<file path="config.mk">
export PLATFORM = sky130hd
export DESIGN_NAME = uart_rx_fifo
export DESIGN_NICKNAME = d
export VERILOG_FILES = /design/src/rtl/uart_rx_fifo.sv
export SDC_FILE = /design/constraint.sdc
export NUM_CORES = 1
export LEC_CHECK = 0
export CAP_MARGIN = 20
export CELL_PAD_IN_SITES_DETAIL_PLACEMENT = 1
export CELL_PAD_IN_SITES_GLOBAL_PLACEMENT = 1
export CORE_MARGIN = 10
export CORE_UTILIZATION = 48
export DETAILED_ROUTE_END_ITERATION = 7
export GPL_TIMING_DRIVEN = 0
export MAX_ROUTING_LAYER = met4
export PLACE_DENSITY_LB_ADDON = 0.1
export SLEW_MARGIN = 10
export SYNTH_ARGS = -nofsm -noshare
export SYNTH_HDL_FRONTEND = slang
export SYNTH_SLANG_ARGS = --single-unit
</file>
<file path="constraint.sdc">
create_clock -name clk -period 3 [get_ports clk]
set_input_delay 0.6 -clock clk [delete_from_list [all_inputs] [get_ports clk]]
set_output_delay 0.6 -clock clk [all_outputs]
set_load 0.05 [all_outputs]
</file>
<file path="src/rtl/uart_rx_fifo.sv">
// uart_rx_fifo: 8N1 UART receiver feeding a show-ahead FIFO with overrun/framing pulses.
// Define UART_RX_FIFO_FRAMING_CHECK_EN to drop bytes whose stop bit samples low.
module uart_rx_fifo #(
  parameter int CLK_FREQ = 100000000,
  parameter int BAUD = 115200,
  parameter int DEPTH = 16
) (
  input  logic                     clk,
  input  logic                     rst_n,
  input  logic                     uartrx,
  output logic [7:0]               rd_data,
  output logic                     rd_valid,
  input  logic                     rd_en,
  output logic [$clog2(DEPTH):0]   count,
  output logic                     full,
  output logic                     overrun,
  output logic                     framing_err
);
  localparam int CLK_PER_BIT = CLK_FREQ / BAUD;
  localparam int HALF = (CLK_PER_BIT - 1) / 2;
  localparam int CW = $clog2(CLK_PER_BIT) + 1;
  localparam int AW = $clog2(DEPTH);

  typedef enum logic [1:0] {IDLE, START, DATA, STOP} state_t;

  state_t          state_q, state_d;
  logic [CW-1:0]   cnt_q, cnt_d;
  logic [2:0]      idx_q, idx_d;
  logic [7:0]      sh_q, sh_d;
  logic [1:0]      sync_q;
  logic            overrun_q, framing_err_q;
  logic [AW-1:0]   wr_ptr_q, rd_ptr_q;
  logic [AW:0]     count_q, count_d;
  logic [7:0]      mem [DEPTH];
  logic            inp, at_half, at_end, stop_smp, push, pop, wr_ok;

  assign inp     = sync_q[1];
  assign at_half = cnt_q == CW'(HALF);
  assign at_end  = cnt_q == CW'(CLK_PER_BIT - 1);

  always_comb begin
    state_d  = state_q;
    cnt_d    = cnt_q + CW'(1);
    idx_d    = idx_q;
    sh_d     = sh_q;
    stop_smp = 1'b0;
    case (state_q)
      IDLE: begin
        cnt_d = '0;
        if (!inp) state_d = START;
      end
      START: if (at_half) begin
        cnt_d   = '0;
        idx_d   = '0;
        state_d = inp ? IDLE : DATA;
      end
      DATA: if (at_end) begin
        cnt_d       = '0;
        sh_d[idx_q] = inp;
        idx_d       = idx_q + 3'd1;
        if (idx_q == 3'd7) state_d = STOP;
      end
      STOP: if (at_end) begin
        cnt_d    = '0;
        stop_smp = 1'b1;
        state_d  = IDLE;
      end
      default: state_d = IDLE;
    endcase
  end

`ifdef UART_RX_FIFO_FRAMING_CHECK_EN
  assign push = stop_smp && inp;
`else
  assign push = stop_smp;
`endif

  assign rd_valid = count_q != '0;
  assign full     = count_q == (AW+1)'(DEPTH);
  assign pop      = rd_en && rd_valid;
  // A full FIFO still accepts a byte when the head leaves in the same cycle.
  assign wr_ok    = push && (!full || pop);
  assign count_d  = (wr_ok && !pop) ? count_q + (AW+1)'(1) :
                    (pop && !wr_ok) ? count_q - (AW+1)'(1) : count_q;

  always_ff @(posedge clk or negedge rst_n) begin
    if (!rst_n) begin
      state_q       <= IDLE;
      cnt_q         <= '0;
      idx_q         <= '0;
      sh_q          <= '0;
      sync_q        <= 2'b11;
      overrun_q     <= 1'b0;
      framing_err_q <= 1'b0;
      wr_ptr_q      <= '0;
      rd_ptr_q      <= '0;
      count_q       <= '0;
    end else begin
      state_q       <= state_d;
      cnt_q         <= cnt_d;
      idx_q         <= idx_d;
      sh_q          <= sh_d;
      sync_q        <= {sync_q[0], uartrx};
      overrun_q     <= push && full && !pop;
      framing_err_q <= stop_smp && !inp;
      wr_ptr_q      <= wr_ok ? wr_ptr_q + AW'(1) : wr_ptr_q;
      rd_ptr_q      <= pop ? rd_ptr_q + AW'(1) : rd_ptr_q;
      count_q       <= count_d;
    end
  end

  always_ff @(posedge clk) begin
    if (wr_ok) mem[wr_ptr_q] <= sh_q;
  end

  assign rd_data     = mem[rd_ptr_q];
  assign count       = count_q;
  assign overrun     = overrun_q;
  assign framing_err = framing_err_q;
endmodule

</file>
==> qor.txt, run 1 <==
status -> finished clean
synth cell count leaders -> 128 x edfxtp_1, 39 x dfrtp_1, 32 x mux4_2
Die Span Y -> 141.4 um
Synthesis Warnings -> 0
part of the Yosys area used for sequential elements -> 68.90%
Setup crit start kind -> register
asr flop ratio synth -> 24.26%
vias per std cell -> 5.794
GR Util All Layers -> 16.45%
Fin Clk Skew -> 0.008678 ns
Syn Area/Cell -> 17.08 um2
Starting DRT DRC Count -> 261
H-tree depth -> 4
synthesized flop and latch total -> 169
drc violations -> 0
DR vias -> 3801
CTS sink count -> 169
Clock Latency Late Sink -> 0.43 ns
most frequent cell after synthesis -> edfxtp_1
P per Cell Area -> 590.0 nW/um2
Pre-antenna DRT Iters -> 4
Top-Level Pins -> 21
Largest stage delay, worst path -> 0.56 ns
CTS buffer count -> 17
FMAX -> 0.3449 GHz
share of cells above drive strength 1 -> 24.58%
critical path arrival -> 3.19 ns
post-detailed-route wirelength per cell -> 23.29 um
final wirelength -> 15280 um
Finished Cell Area -> 8292 um2
antenna violations before repair -> 0
Hold Vio Cnt, Final -> 0
VDD IR-drop max -> 383.8 uV
Clock Path Buffers -> 2
synth-to-layout area growth -> 17.25%
Critical Path, Cell by Cell -> or4b_4 > nor4_4 > and2_4 > buf_6 > buf_8 > ha_4 > inv_2 > ha_1 > nor2b_1 > o21a_1 > o2111ai_1 > o311ai_1
critical path class -> register to register
Mapped Cells -> 414
Synth Flop Type -> edfxtp_1
n_diodes -> 0
DP HPWL -> 10140 um
dpl cell area -> 7528 um2
Slowest-stage cell, CP -> or4b_4
MaxCap Viol Count -> 0
largest net degree at the start of global routing -> 26
Finish-stage setup viols -> 0
Yosys top cell area share -> 54.35%
crit path time final -> 2.899 ns
DP Worst Slack -> -0.6636 ns
cell area after synthesis -> 7072 um2
Starting Density -> 48.84%
Clock transition at path regs -> 0.07 ns
RSZ-0062 raised after global routing -> yes
Tcrit/Tclk final -> 96.65%
DIE AREA -> 19990 um2
GR Overflow Total -> 0
area leader, netlist -> edfxtp_1
HP Class -> primary input to asynchronous set/reset pin
worst slew pin tran -> 0.6782 ns
max-slew violations -> 0
DP Cell Count -> 619
non-filler instance count after layout -> 656
slack of the critical path -> 0.1006 ns
leakage power -> 0.003340 uW
gpl congestion -> 0.7861
vias in the first global route -> 4065
Synth area leaders -> edfxtp_1 54%, dfrtp_1 14%, mux4_2 10%
Net Count, Synth -> 433
row cnt -> 44
CTS root buffer -> clkbuf_16
Hold Buf Count CTS -> 0
Yosys cell types -> 53
Critical Path RT -> 3.29 ns
slew margin rel. -> 54.62%
Antenna Nets Post-Route -> 0
die width -> 141.4 um
CP Capture Type -> register
TritonCTS clock tree -> yes
global-route wire length before repair -> 24210 um
IO buf count -> 20
Finished Core Util -> 57.27%
r2r worst-path depth -> 12
Layout Nets -> 478
worst hold slack -> 0.1027 ns
worst-path maximum fanout -> 10
number of flops mapped to enable cells by yosys -> 128
core area -> 14480 um2
==> worst max-delay path, delay by kind of cell (launching register included) <==
kind / cells / cell delay (ns)
compound gates: 3 / 0.51
fa+ha+maj: 2 / 0.45
buf+inv: 3 / 0.32
flops: 1 / 0.38
simple gates: 4 / 1.10
==> worst paths after layout <==
path                                  end      start  slack (ns)
worst max register to register   count[4]  cnt_q[10]        0.10
worst min-delay path             cnt_q[6]      rst_n        0.10
max in group asynchronous       sync_q[0]      rst_n        2.34
worst min register to register  sync_q[1]  sync_q[0]        0.36
worst max-delay path             count[4]  cnt_q[10]        0.10
min in group clk                sync_q[1]  sync_q[0]        0.36
==> layout by cell type, fill, tap and decap left out, types with 4 or more instances in the layout <==
master	Yosys	layout
clkbuf_16	0	17
nand3_1	9	9
xor2_1	8	8
and3_1	17	17
ha_1	14	12
nor2_1	16	16
mux2_2	4	4
a22oi_1	16	13
buf_2	4	10
dfrtp_2	0	4
nand4_1	4	4
mux4_2	32	32
clkinvlp_4	0	5
bufinv_16	0	5
o21ai_0	6	6
inv_1	9	8
xnor2_1	9	9
nand2_1	21	21
dfrtp_1	39	35
clkdlybuf4s50_1	0	11
edfxtp_1	128	128
nor2b_1	6	6
mux2_1	5	5
nor3_1	5	5
buf_4	1	9
==> kinds of logic after synthesis <==
| kind of cell | count (synthesis) | synth area share (%) |
|---|---|---|
| xor gates and xnor gates | 17 | 2.106 |
| buffers and inverters | 27 | 1.822 |
| muxes | 41 | 11.62 |
| adders and majority gates | 15 | 2.760 |
| and+or+nand+nor | 110 | 9.183 |
| AOI/OAI and AO/OA | 35 | 3.610 |
| DFF | 169 | 68.90 |
==> metrics by stage <==
step / power [uW] / TNS (ns)
after floorplan: 2542 / 0
after global placement: 2559 / -4.343
after detailed placement: 2562 / -4.901
after CTS: 4927 / -0.03847
after global routing: 5039 / -0.06059
final: 4892 / 0
==> power breakdown <==
group          leakage (uW)  switching (uW)  total (uW)  internal [uW]
logic               0.00101            13.9        19.9           6.07
registers           0.00202           0.528        2490           2490
clock network      0.000301             903        2380           1480
total               0.00334             918        4890           3970
==> metal layers <==
layer  vias to the layer above  global-route usage (%)  part of all wire [%]
met5                         -                       -                     0
met4                         0                   5.648                   1.5
met3                        17                   3.304                   3.0
met2                        57                   26.11                    51
met1                      2002                   20.80                    45
li1                       1725                       -                     -
==> final cells by class <==
cell class	count	area, um2
Buffer	15	112.6
Clock buffer	17	425.4
Clock inverter	15	224.0
Fill cell	1315	6187
Inverter	9	33.78
Multi-Input combinational cell	218	2153
Sequential cell	169	4877
Tap cell	184	230.2
Timing Repair Buffer	29	235.2
==> registers in the layout (all words and copies together) (netlist names), named ones only <==
name,flops
mem,128
cnt_q,11
sh_q,8
count,5
rd_ptr_q,4
wr_ptr_q,4
idx_q,3
sync_q,2
framing_err,1
overrun,1
state_q,1
==> timing repair <==
action / in CTS / in global routing
hold endpoints to repair: 0 / 0
pin swaps: 3 / 3
cloned: 0 / 0
setup endpoints to repair: 10 / 8
buffers inserted: 8 / 0
gates resized for setup: 48 / 20
Power figures use the tool's default switching activity.
==> inputs of run 2 (changes only) <==
==> constraint.sdc (replaced) <==
create_clock -name clk -period 3 [get_ports clk]
set_input_delay 0.3 -clock clk [delete_from_list [all_inputs] [get_ports clk]]
set_output_delay 0.3 -clock clk [all_outputs]
set_load 0.05 [all_outputs]
==> run 2 against run 1 <==
Effect of this change:
- total power barely moved
- cell area rose by 0.56%
- final cell count increased by 0.61%
- core utilization rose by 0.32 points
- sequential cell count unchanged
- clock skew grew 0.0098 ns
- setup slack got worse by 0.0067 ns
- global-route usage is 0.066 points lower
- worst hold slack gained 0.18 ns
- wire length decreased by 0.18%
- via count about the same
- critical endpoint is now rd_data[4]
==> qor.txt, run 2 (synthesis gave the netlist of run 1 again) <==
max reg flops -> 128 (unchanged)
H-tree depth -> 4 (unchanged)
max-slew violations -> 0 (unchanged)
crit path time final -> 2.906 ns (+0.006657 ns)
DIE AREA -> 19990 um2 (unchanged)
Setup crit start kind -> register
core area -> 14480 um2 (unchanged)
Tcrit/Tclk final -> 96.87% (+0.22 points)
slew margin rel. -> 56.02% (+1.4 points)
DR vias -> 3804 (+0.079%)
register area -> 4877 um2 (unchanged)
largest net degree at the start of global routing -> 26 (unchanged)
critical path class -> register to output pin
MaxCap Viol Count -> 0 (unchanged)
antenna violations before repair -> 0 (unchanged)
most frequent cells in the layout -> 128 x edfxtp_1, 35 x dfrtp_1, 32 x mux4_2
IO buf count -> 20 (unchanged)
Finished Core Util -> 57.59% (+0.32 points)
vias in the first global route -> 4059 (-0.15%)
n_diodes -> 0 (unchanged)
VDD IR-drop max -> 379.5 uV (-1.1%)
final wirelength -> 15250 um (-0.18%)
FMAX -> 0.3441 GHz (-0.23%)
Layout Nets -> 482 (+0.84%)
vias per std cell -> 5.764 (-0.53%)
HP Class -> primary input to register
worst hold slack -> 0.2855 ns (+0.1828 ns)
fillers -> 1319 (+0.30%)
critical path arrival -> 2.61 ns (-0.58 ns)
Starting DRT DRC Count -> 277 (+6.1%)
worst-path maximum fanout -> 10 (unchanged)
Fin Clk Skew -> 0.01844 ns (+0.009762 ns)
Hold Vio Cnt, Final -> 0 (unchanged)
worst slew pin tran -> 0.6573 ns (-0.02086 ns)
Finish-stage setup viols -> 0 (unchanged)
CP Capture Type -> output pin
Clock Latency Late Sink -> 0.43 ns (about the same)
GR Overflow Total -> 0 (unchanged)
post-detailed-route wirelength per cell -> 23.11 um (-0.79%)
synth-to-layout area growth -> 17.91%
TritonCTS clock tree -> yes
CTS buffer count -> 17 (unchanged)
GR Util All Layers -> 16.38% (-0.066 points)
CTS sink count -> 169 (unchanged)
area of the multi-input gates -> 2152 um2 (about the same)
global-route wire length before repair -> 24110 um (-0.40%)
Critical Path RT -> 2.70 ns (-0.59 ns)
gpl congestion -> 0.7861 (unchanged)
Largest regs -> mem (128), cnt_q (11), sh_q (8)
row cnt -> 44 (unchanged)
P per Cell Area -> 586.9 nW/um2 (-0.52%)
commonest non-fill, non-tap cell in the layout -> edfxtp_1
Starting Density -> 48.84% (unchanged)
leakage power -> 0.003381 uW (+1.2%)
Pre-antenna DRT Iters -> 4 (unchanged)
Clock Path Buffers -> 2 (unchanged)
die width -> 141.4 um (unchanged)
DP HPWL -> 10140 um (unchanged)
CTS root buffer -> clkbuf_16
status -> finished clean
Antenna Nets Post-Route -> 0 (unchanged)
share of cells above drive strength 1 -> 23.11% (-1.5 points)
Die Span Y -> 141.4 um (unchanged)
drc violations -> 0 (unchanged)
Top-Level Pins -> 21 (unchanged)
Most flops, register -> mem
Clock transition at path regs -> 0.06 ns (about the same)
[run 2: changes by cell type in the layout (fill, tap and decap cells not counted), sizes merged]
cell | previous run | this run
buf | 27 | 22
dlygate4sd2 | 0 | 8
dlygate4sd3 | 0 | 1
[run 2: per-stage QoR]
step / worst slack, ns / area [um2] / power, uW / TNS (ns) / cells
after CTS: 0.006951 / 8249 / 4928 / 0 / 655
after global routing: -0.007487 / 8338 / 5040 / -0.007487 / 660
final: 0.09396 / 8338 / 4894 / 0 / 660
after detailed placement: -0.3636 / 7528 / 2562 / -2.501 / 619
after floorplan: 0.02972 / 7083 / 2542 / 0 / 414
after global placement: -0.2873 / 7513 / 2559 / -1.943 / 618
[run 2: path summary, 6_finish.rpt]
check	from	to	slack, ns	cells after the start
max in group asynchronous	rst_n	sync_q[0]	2.11	3
worst min register to register	sync_q[0]	sync_q[1]	0.36	0
min in group asynchronous	rst_n	cnt_q[6]	0.33	2
worst min-delay path	uartrx	sync_q[0]	0.29	1
worst max-delay path	rd_ptr_q[0]	rd_data[4]	0.09	5
worst max register to register	cnt_q[10]	count[4]	0.14	11
[run 2: power by group]
group	total (uW)	switching [uW]	internal, uW
logic	20.8	13.9	6.91
clock network	2380	904	1480
registers	2490	0.540	2490
[run 2: repair_timing]
item | CTS | global route
hold buffers | 1 | 0
gates resized for setup | 23 | 11
hold endpoints to repair | 16 | 0
endpoints found under the setup margin | 10 | 5
setup buffers | 5 | 7
pin swaps | 3 | 5
[run 2: critical path, cell delays in order (launching register included)]
cell and delay (ns):
dfrtp_2 0.50, buf_6 0.24, mux4_2 0.54, a22oi_1 0.34, nand2_1 0.10, dlygate4sd2_1 0.44
[run 2: layout make-up]
type / count / area share [%]
plain buffers: 14 / 1.080
clock buffers: 17 / 5.102
clock inverters: 15 / 2.686
inverters: 9 / 0.4052
multi-input cells: 218 / 25.81
flip-flops and latches: 169 / 58.49
well taps: 184 / 2.761
repair buffers: 34 / 3.661
[run 2: per-layer routing]
metal / global-route usage [%] / part of all wire [%] / vias to the layer above
met1: 20.72 / 44 / 1996
met5: - / 0 / -
li1: - / - / 1732
met3: 3.304 / 3.7 / 10
met2: 25.99 / 52 / 66
met4: 5.648 / 0.55 / 0
